==> config.mk <==
export PLATFORM = sky130hd
export DESIGN_NAME = wb_fifo_uart_tx
export DESIGN_NICKNAME = d
export VERILOG_FILES = /design/src/rtl/wb_uart_pkg.sv /design/src/rtl/wb_fifo_uart_tx_baud.sv /design/src/rtl/wb_fifo_uart_tx.sv
export SDC_FILE = /design/constraint.sdc
export NUM_CORES = 1
export LEC_CHECK = 0
export CORE_AREA = 2 2 55 57
export DETAILED_ROUTE_END_ITERATION = 8
export DIE_AREA = 0 0 57 59
export PLACE_DENSITY_LB_ADDON = 0.3
export SYNTH_ARGS = -nofsm -noshare
export SYNTH_HDL_FRONTEND = slang
export SYNTH_SLANG_ARGS = --single-unit
==> constraint.sdc <==
create_clock -name i_clk -period 2.3 [get_ports i_clk]
set_input_delay 0.46 -clock i_clk [delete_from_list [all_inputs] [get_ports i_clk]]
set_output_delay 0.46 -clock i_clk [all_outputs]
set_load 0.01 [all_outputs]
==> src/rtl/wb_uart_pkg.sv <==
// Shared definitions for the Wishbone FIFO drain / UART transmitter:
// state encoding, line levels and a width helper.
package wb_uart_pkg;

  localparam logic [2:0] ST_IDLE_ENC     = 3'd0;
  localparam logic [2:0] ST_REQ_ENC      = 3'd1;
  localparam logic [2:0] ST_WAIT_ACK_ENC = 3'd2;
  localparam logic [2:0] ST_START_ENC    = 3'd3;
  localparam logic [2:0] ST_DATA_ENC     = 3'd4;
  localparam logic [2:0] ST_STOP_ENC     = 3'd5;

  typedef enum logic [2:0] {
    ST_IDLE     = ST_IDLE_ENC,
    ST_REQ      = ST_REQ_ENC,
    ST_WAIT_ACK = ST_WAIT_ACK_ENC,
    ST_START    = ST_START_ENC,
    ST_DATA     = ST_DATA_ENC,
    ST_STOP     = ST_STOP_ENC
  } state_t;

  localparam logic UART_IDLE  = 1'b1;
  localparam logic UART_START = 1'b0;

  function automatic int clog2(input int value);
    int result;
    result = 0;
    for (int i = 0; i < 31; i++) begin
      if ((1 << i) < value) result = i + 1;
    end
    return result;
  endfunction

endpackage

==> src/rtl/wb_fifo_uart_tx_baud.sv <==
// Bit-period timer: o_tick marks the last cycle of each UART bit.
module uart_baud_gen
  import wb_uart_pkg::*;
#(
  parameter int CLKS_PER_BIT = 16
) (
  input  logic i_clk,
  input  logic i_reset_n,
  input  logic i_restart,
  output logic o_tick
);

  localparam int CW = (clog2(CLKS_PER_BIT) < 1) ? 1 : clog2(CLKS_PER_BIT);
  localparam logic [CW-1:0] LAST = CW'(CLKS_PER_BIT - 1);

  logic [CW-1:0] r_count;

  always_ff @(posedge i_clk or negedge i_reset_n) begin
    if (!i_reset_n) begin
      r_count <= '0;
    end else if (i_restart || (r_count == LAST)) begin
      r_count <= '0;
    end else begin
      r_count <= r_count + 1'b1;
    end
  end

  assign o_tick = !i_restart && (r_count == LAST);

endmodule

==> src/rtl/wb_fifo_uart_tx.sv <==
// Pops bytes from the Wishbone TX FIFO one at a time and sends each as an
// 8N1 UART frame; a pop that is never acknowledged is dropped with o_err.
module wb_fifo_uart_tx
  import wb_uart_pkg::*;
#(
  parameter int DW           = 8,
  parameter int CLKS_PER_BIT = 16,
  parameter int ACK_TIMEOUT  = 4
) (
  input  logic          i_clk,
  input  logic          i_reset_n,
  input  logic          i_enable,
  input  logic          i_fifo_empty,
  output logic          o_wb_cyc,
  output logic          o_wb_stb,
  output logic          o_wb_we,
  input  logic [DW-1:0] i_wb_data,
  input  logic          i_wb_ack,
  input  logic          i_wb_stall,
  output logic          o_tx,
  output logic          o_busy,
  output logic          o_err
);

  localparam int IDX_W = (clog2(DW) < 1) ? 1 : clog2(DW);
  localparam int TO_W  = clog2(ACK_TIMEOUT + 1);
  localparam logic [IDX_W-1:0] LAST_IDX = IDX_W'(DW - 1);
  localparam logic [TO_W-1:0]  TO_LAST  = TO_W'(ACK_TIMEOUT - 1);

  state_t           r_state;
  logic [DW-1:0]    r_shift;
  logic [IDX_W-1:0] r_bit_idx;
  logic [TO_W-1:0]  r_to_cnt;
  logic             r_tx;
  logic             r_cyc;
  logic             r_stb;
  logic             r_busy;
  logic             r_err;

  logic w_tick;
  logic w_baud_restart;
  logic w_unused_stall;

  // Stall only throttles writers into the FIFO, so the reader has no use for it.
  assign w_unused_stall = i_wb_stall;

  // Baud counter is held at zero until the start bit so every bit is full length.
  assign w_baud_restart = !(r_state inside {ST_START, ST_DATA, ST_STOP});

  uart_baud_gen #(
    .CLKS_PER_BIT(CLKS_PER_BIT)
  ) u_baud (
    .i_clk     (i_clk),
    .i_reset_n (i_reset_n),
    .i_restart (w_baud_restart),
    .o_tick    (w_tick)
  );

  always_ff @(posedge i_clk or negedge i_reset_n) begin
    if (!i_reset_n) begin
      r_state   <= ST_IDLE;
      r_shift   <= '0;
      r_bit_idx <= '0;
      r_to_cnt  <= '0;
      r_tx      <= UART_IDLE;
      r_cyc     <= 1'b0;
      r_stb     <= 1'b0;
      r_busy    <= 1'b0;
      r_err     <= 1'b0;
    end else begin
      r_stb <= 1'b0;
      r_err <= 1'b0;
      case (r_state)
        ST_IDLE: begin
          r_tx <= UART_IDLE;
          if (i_enable && !i_fifo_empty) begin
            r_state <= ST_REQ;
            r_stb   <= 1'b1;
            r_cyc   <= 1'b1;
            r_busy  <= 1'b1;
          end
        end
        ST_REQ: begin
          r_state  <= ST_WAIT_ACK;
          r_to_cnt <= TO_W'(1);
        end
        ST_WAIT_ACK: begin
          if (i_wb_ack) begin
            r_shift  <= i_wb_data;
            r_cyc    <= 1'b0;
            r_tx     <= UART_START;
            r_to_cnt <= '0;
            r_state  <= ST_START;
          end else if (r_to_cnt == TO_LAST) begin
            // Counter reaches ACK_TIMEOUT on this edge: abandon the pop.
            r_err    <= 1'b1;
            r_cyc    <= 1'b0;
            r_busy   <= 1'b0;
            r_to_cnt <= '0;
            r_state  <= ST_IDLE;
          end else begin
            r_to_cnt <= r_to_cnt + 1'b1;
          end
        end
        ST_START: begin
          if (w_tick) begin
            r_tx      <= r_shift[0];
            r_shift   <= r_shift >> 1;
            r_bit_idx <= '0;
            r_state   <= ST_DATA;
          end
        end
        ST_DATA: begin
          if (w_tick) begin
            if (r_bit_idx == LAST_IDX) begin
              r_tx    <= UART_IDLE;
              r_state <= ST_STOP;
            end else begin
              r_tx      <= r_shift[0];
              r_shift   <= r_shift >> 1;
              r_bit_idx <= r_bit_idx + 1'b1;
            end
          end
        end
        ST_STOP: begin
          if (w_tick) begin
            r_busy  <= 1'b0;
            r_state <= ST_IDLE;
          end
        end
        default: begin
          r_tx    <= UART_IDLE;
          r_cyc   <= 1'b0;
          r_busy  <= 1'b0;
          r_state <= ST_IDLE;
        end
      endcase
    end
  end

  assign o_tx     = r_tx;
  assign o_wb_cyc = r_cyc;
  assign o_wb_stb = r_stb;
  assign o_wb_we  = 1'b0;
  assign o_busy   = r_busy;
  assign o_err    = r_err;

endmodule

==> reports/qor.txt, run 1 <==
Status = finished, final reports clean
Routed Antenna Nets = 0
DR vias = 1040
Clk buf depth = 2
CTS tree = built
Clock power share = 0.274
Sw Pwr = 0.152 mW
Crit end category = register
Final hold violation count = 0
RR Startpoint = r_state[1]
Critical path's largest stage delay = 540 ps
Sw Ratio = 0.213
Post-synth top flop = dfrtp_1
Avg Vias per Cell = 5.62
Die X = 57 µm
Post-synth EDFFs = 0
Period utilization = 0.846
Hold path startpoint = u_baud.r_count[0]
Fin crit period = 1950 ps
Register Area = 652 µm²
DR WL/cell = 13.7 µm
Yosys warning count = 0
Slew Viols, Final = 0
Initial DRT Pass Iterations = 4
Synthesis-stage register bit count = 26
Routability cong. = 0.767
Peak supply drop = 0.329 mV
Final WL = 2530 µm
Pre-CTS setup slack = 351 ps
Seq/Total Area, Yosys = 0.463
Ys async rst share = 1.00
Setup crit start kind = register
Iter 0 DRT Violations = 29
Hold path cells = 1
Row cnt = 19
Leakage power = 0.723 nW
MaxCap Viol Count = 0
Starting Density = 0.520
Setup violations, final = 0
R2R setup slack = 350 ps
Syn Inst Count = 134
TritonCTS Buffers = 3
Post-CTS sizing = 0
Initial antenna violation count = 0
Layout cell share with drive strength beyond 1 = 0.143
WHS = 471 ps
Post-Syn Area per Cell = 10.5 µm²
Yosys top cell by area = dfrtp_1
Insertion delay to the later sink of the worst-skew pair = 320 ps
Reg power frac = 0.654
Height of the chip = 59 µm
Grt total ovfl = 0
Post-CTS Repair Setup Buffers = 0
Post-DP HPWL = 1880 µm
Critical path peak fanout = 9
Pwr dens = 431 nW/µm²
Top-area cell type share of the netlist area = 0.444
Clock Root Buffer = clkbuf_4
Hold Crit Class = register to register
CTS sink cnt = 26
Met2 usage = 0.287
Hold endpoint = u_baud.r_count[0]
Hold-fix buffers, CTS = 0
M3 GR Usage = 0.0218
Filler cells = 242
Met1 Usage GRT = 0.211
Clock Skew = 12.3 ps
First-pass GRT wire length = 4350 µm
GRT busiest layer = met2
IO Pins = 20
Residual DRC = 0
Synth Net Count = 152
CP required = 2510 ps
Slowest library cell on the worst path = or3b_1
CP Cell Sequence = or3b_1 -> o21ai_4 -> mux2_2 -> mux2_1
Power Internal = 0.563 mW
Antenna diodes = 0
Netlist cell types = 42
Power, Total = 0.715 mW
RSZ-0062 raised after global routing = false
Cell Area, Synth = 1410 µm²
Pin count of the biggest net entering global routing = 27
Die ar. = 3360 µm²
H-tree depth = 1
Gate power share = 0.072
CTS clk-pin slew, worst paths = 140 ps
Vias in the first global route = 1024
P&R area growth vs syn = 17.8%
Setup tns final = 0 ps
Arr. time, crit path = 2150 ps
Global Route Usage Sum = 0.166
R2R Path End = r_shift[0]
Synth top area cells = dfrtp_1 44%, mux2_1 6.4%, mux2_2 4.0%, ha_1 3.6%, a21oi_1 3.2%
F_max = 514 MHz
Setup ws final = 354 ps
Fin nets = 173
I/O Buffers = 17
Core ar. = 2710 µm²
Multi-input logic area = 697 µm²
Worst Reg2Reg Path Length in Cells = 4
Kind of critical path = register to register
==> registers in the layout, indices dropped and copies added (netlist names), 3 cells and up <==
| register | cells |
|---|---|
| u_baud.r_count | 4 |
| r_state | 3 |
| r_bit_idx | 3 |
| r_to_cnt | 3 |
| r_shift | 8 |
==> layout by cell type (no fill, tap or decap), types with 2 or more instances in the layout <==
cell	count
nor3_1	2
nor3b_1	2
clkbuf_4	3
buf_4	7
o22ai_1	2
inv_1	6
nor4_1	2
dfrtp_1	25
ha_1	4
mux2_2	5
a22oi_1	2
o2bb2ai_1	4
mux2_4	2
nand2b_1	6
o22a_1	2
nor2_1	8
mux2_1	8
o21ai_0	7
clkdlybuf4s50_1	17
a21oi_1	9
nand3_1	4
nand2_1	4
nor2b_1	3
==> power by group through the flow <==
stage	clock network [mW]	logic [mW]	registers (mW)
2_1_floorplan	0	0.0145	0.476
3_3_place_gp	0	0.0512	0.476
3_5_place_dp	0	0.0528	0.476
4_1_cts	0.207	0.0528	0.468
5_1_grt	0.219	0.0580	0.469
6_report	0.196	0.0516	0.468
==> worst max-delay path: cells and delay by family, from the launching register on <==
kind / cells / cell delay [ps]
AND/OR/NAND/NOR: 1 / 540
flip-flops: 1 / 470
multiplexers: 2 / 650
AO/OA/AOI/OAI: 1 / 180
==> metal layers <==
| metal | vias to the layer above | part of all wire | wire length (µm) |
|---|---|---|---|
| met5 | - | 0 | 0 |
| met4 | 0 | 0.014 | 35 |
| met3 | 4 | 0.030 | 77 |
| met2 | 18 | 0.52 | 1310 |
| met1 | 503 | 0.44 | 1110 |
| li1 | 515 | - | - |
==> cells by family after synthesis <==
logic type / share of synthesized area
AO/OA/AOI/OAI: 0.163
XOR/XNOR: 0.0124
adder cells (fa/ha/maj): 0.0355
buffers and inverters: 0.0426
flip-flops: 0.463
multiplexers: 0.132
other: 0.00266
AND/OR/NAND/NOR: 0.149
==> worst max path at each step <==
stage | startpoint | endpoint | slack [ps] | depth (start not counted)
2_1_floorplan | r_state[2] | r_shift[0] | 540 | 5
3_3_place_gp | r_state[2] | r_shift[0] | 380 | 4
3_5_place_dp | r_state[1] | r_shift[1] | 350 | 4
4_1_cts | r_state[1] | r_shift[1] | 350 | 4
5_1_grt | r_state[2] | r_shift[0] | 290 | 4
6_report | r_state[1] | r_shift[0] | 350 | 4
==> stage by stage <==
stage	instances	instance area, µm²	util
2_1_floorplan	134	1410	-
3_5_place_dp	181	1630	0.602
3_3_place_gp	181	1630	0.602
4_1_cts	185	1660	0.612
5_1_grt	185	1660	0.612
6_report	185	1660	0.612
==> area by class of cell <==
type | instances | area share
clock buffer | 4 | 0.0158
inverter | 6 | 0.0136
multi-input combinational | 94 | 0.420
sequential | 26 | 0.393
tap | 31 | 0.0234
timing repair buffer | 24 | 0.134
==> Yosys cell counts, types with 2 or more instances <==
cell type	n
a21oi_1	9
nand2_1	4
ha_1	4
mux2_2	5
o22ai_1	2
nor4_1	2
a22oi_1	2
buf_2	3
nand3_1	4
nor2_1	8
nand2b_1	6
o2bb2ai_1	4
inv_1	6
nor3_1	2
o22a_1	2
nor3b_1	2
mux2_1	8
nor2b_1	3
clkbuf_1	4
o21ai_0	7
mux2_4	2
dfrtp_1	25
Power figures use the tool's default switching activity.
==> run 2, diff against run 1 <==
==> constraint.sdc (replaced) <==
create_clock -name i_clk -period 1.85 [get_ports i_clk]
set_input_delay 0.37 -clock i_clk [delete_from_list [all_inputs] [get_ports i_clk]]
set_output_delay 0.37 -clock i_clk [all_outputs]
set_load 0.01 [all_outputs]
==> run 2 against run 1 <==
Clock skew down 2.3 ps; design area up 2.1%; worst setup slack worse by 280 ps; largest cell class unchanged.
==> reports/qor.txt, run 2 (synthesis results as in run 1) <==
Pre-CTS setup slack = -111 ps (-462 ps)
CP Cell Sequence = buf_4 -> inv_1 -> o21ai_4 -> mux2_2 -> mux2_1
R2R setup slack = 70 ps (-280 ps)
Clock Skew = 9.99 ps (-2.29 ps)
Die X = 57 µm (unchanged)
Met1 Usage GRT = 0.212 (+0.000816)
Final hold violation count = 0 (unchanged)
Register Area = 652 µm² (unchanged)
Hold Crit Class = input port to asynchronous set/reset pin
I/O Buffers = 17 (unchanged)
Critical path peak fanout = 20 (+11)
Initial antenna violation count = 0 (unchanged)
Antenna diodes = 0 (unchanged)
Leakage power = 0.744 nW (+3.0%)
Setup ws final = 70.3 ps (-284 ps)
DR vias = 1044 (+0.38%)
Initial DRT Pass Iterations = 4 (unchanged)
M3 GR Usage = 0.0218 (unchanged)
Height of the chip = 59 µm (unchanged)
Filler cells = 230 (-5.0%)
Power, Total = 0.896 mW (+25%)
Layout cell share with drive strength beyond 1 = 0.165 (+0.0217)
Cell Area, Placed = 1660 µm² (+1.8%)
First-pass GRT wire length = 4460 µm (+2.5%)
Period utilization = 0.962 (+0.116)
Crit end category = register
TritonCTS Buffers = 3 (unchanged)
Setup crit start kind = register
CP required = 2080 ps (-430 ps)
Residual DRC = 0 (unchanged)
CTS clk-pin slew, worst paths = 140 ps (about the same)
Pwr dens = 529 nW/µm² (+23%)
GRT busiest layer = met2
Row cnt = 19 (unchanged)
R2R Path End = r_shift[1]
Met2 usage = 0.304 (+0.0164)
Core ar. = 2710 µm² (unchanged)
Fin crit period = 1780 ps (-166 ps)
Worst Reg2Reg Path Length in Cells = 5 (+1)
DR WL/cell = 13.5 µm (-1.3%)
Post-DP HPWL = 1940 µm (+2.9%)
Die ar. = 3360 µm² (unchanged)
Status = finished, final reports clean
Multi-input logic area = 702 µm² (+0.72%)
Setup violations, final = 0 (unchanged)
Pin count of the biggest net entering global routing = 27 (unchanged)
Kind of critical path = register to register
Routed Antenna Nets = 0 (unchanged)
RSZ-0062 raised after global routing = false
RR Startpoint = r_state[0]
Vias in the first global route = 1044 (+2.0%)
Post-CTS Repair Setup Buffers = 0 (unchanged)
Avg Vias per Cell = 5.52 (-1.7%)
Fin nets = 177 (+2.3%)
Final WL = 2550 µm (+0.87%)
MaxCap Viol Count = 0 (unchanged)
Slowest library cell on the worst path = mux2_2
Worst Setup EP = r_shift[1]
Max reg flops = 8 (unchanged)
Iter 0 DRT Violations = 31 (+6.9%)
F_max = 562 MHz (+9.3%)
IO Pins = 20 (unchanged)
Arr. time, crit path = 2000 ps (-150 ps)
Starting Density = 0.520 (unchanged)
Grt total ovfl = 0 (unchanged)
Commonest non-fill, non-tap cell in the layout = dfrtp_1
Routability cong. = 0.846 (+10%)
P&R area growth vs syn = 20.2%
Clock Root Buffer = clkbuf_4
Most frequent cells in the layout = 25 x dfrtp_1, 17 x clkdlybuf4s50_1, 11 x buf_4, 9 x a21oi_1
Hold-fix buffers, CTS = 0 (unchanged)
Insertion delay to the later sink of the worst-skew pair = 330 ps (about the same)
Setup crit start = r_state[0]
Clk buf depth = 2 (unchanged)
Global Route Usage Sum = 0.171 (+0.00499)
CTS sink cnt = 26 (unchanged)
Critical path's largest stage delay = 380 ps (-160 ps)
CTS tree = built
Peak supply drop = 0.429 mV (+31%)
Slew Viols, Final = 0 (unchanged)
Design area = 1690 µm² (+2.1%)
Reg with most FFs = r_shift
Top flop regs = r_shift (8), u_baud.r_count (4)
H-tree depth = 1 (unchanged)
[run 2: cell count changes in the layout (fill, tap and decap cells not counted), sizes merged]
cell / before / now
buf: 7 / 11
[run 2: repair_timing]
item | in CTS | in global routing
endpoints found under the hold margin | 0 | 0
resized for setup | 0 | 1
setup endpoints to repair | 0 | 1
[run 2: worst min-delay path by stage]
stage	slack (ps)	end	cells past startpoint	from
finish	380	u_baud.r_count[3]	2	i_reset_n
floorplan	70	o_busy	0	i_reset_n
global route	400	u_baud.r_count[3]	2	i_reset_n
detailed placement	450	u_baud.r_count[0]	1	u_baud.r_count[0]
CTS	390	r_bit_idx[2]	2	i_reset_n
global placement	450	u_baud.r_count[0]	1	u_baud.r_count[0]
[run 2: power by group]
group          total [mW]  switching, mW  internal (mW)
combinational      0.0641         0.0252         0.0389
sequential          0.582        0.00471          0.577
clock               0.250          0.166         0.0846
total               0.896          0.195          0.700
[run 2: stage by stage]
stage / instances / utilization / setup TNS [ps] / hold slack [ps]
final: 189 / 0.625 / 0 / 380
after global routing: 189 / 0.625 / 0 / 395
after CTS: 189 / 0.623 / 0 / 389
after detailed placement: 185 / 0.614 / -703 / 453
after global placement: 185 / 0.614 / -297 / 450
after floorplan: 134 / - / 0 / 74.4
[run 2: layout make-up]
| type | count | area share |
|---|---|---|
| inverter | 6 | 0.0133 |
| sequential | 26 | 0.385 |
| clock buffer | 4 | 0.0155 |
| timing repair buffer | 28 | 0.149 |
| tap | 31 | 0.0229 |
| multi-input combinational | 94 | 0.414 |
[run 2: worst max-delay path, delay by kind of cell, from the launching register on]
family | cells | cell delay, ps
multiplexers | 2 | 670
flip-flops | 1 | 370
buffers and inverters | 2 | 330
AO/OA/AOI/OAI | 1 | 320
[run 2: per-layer routing]
layer	routed length (µm)	part of all wire
met5	0	0
met4	38	0.015
met3	78	0.031
met2	1250	0.49
met1	1190	0.47
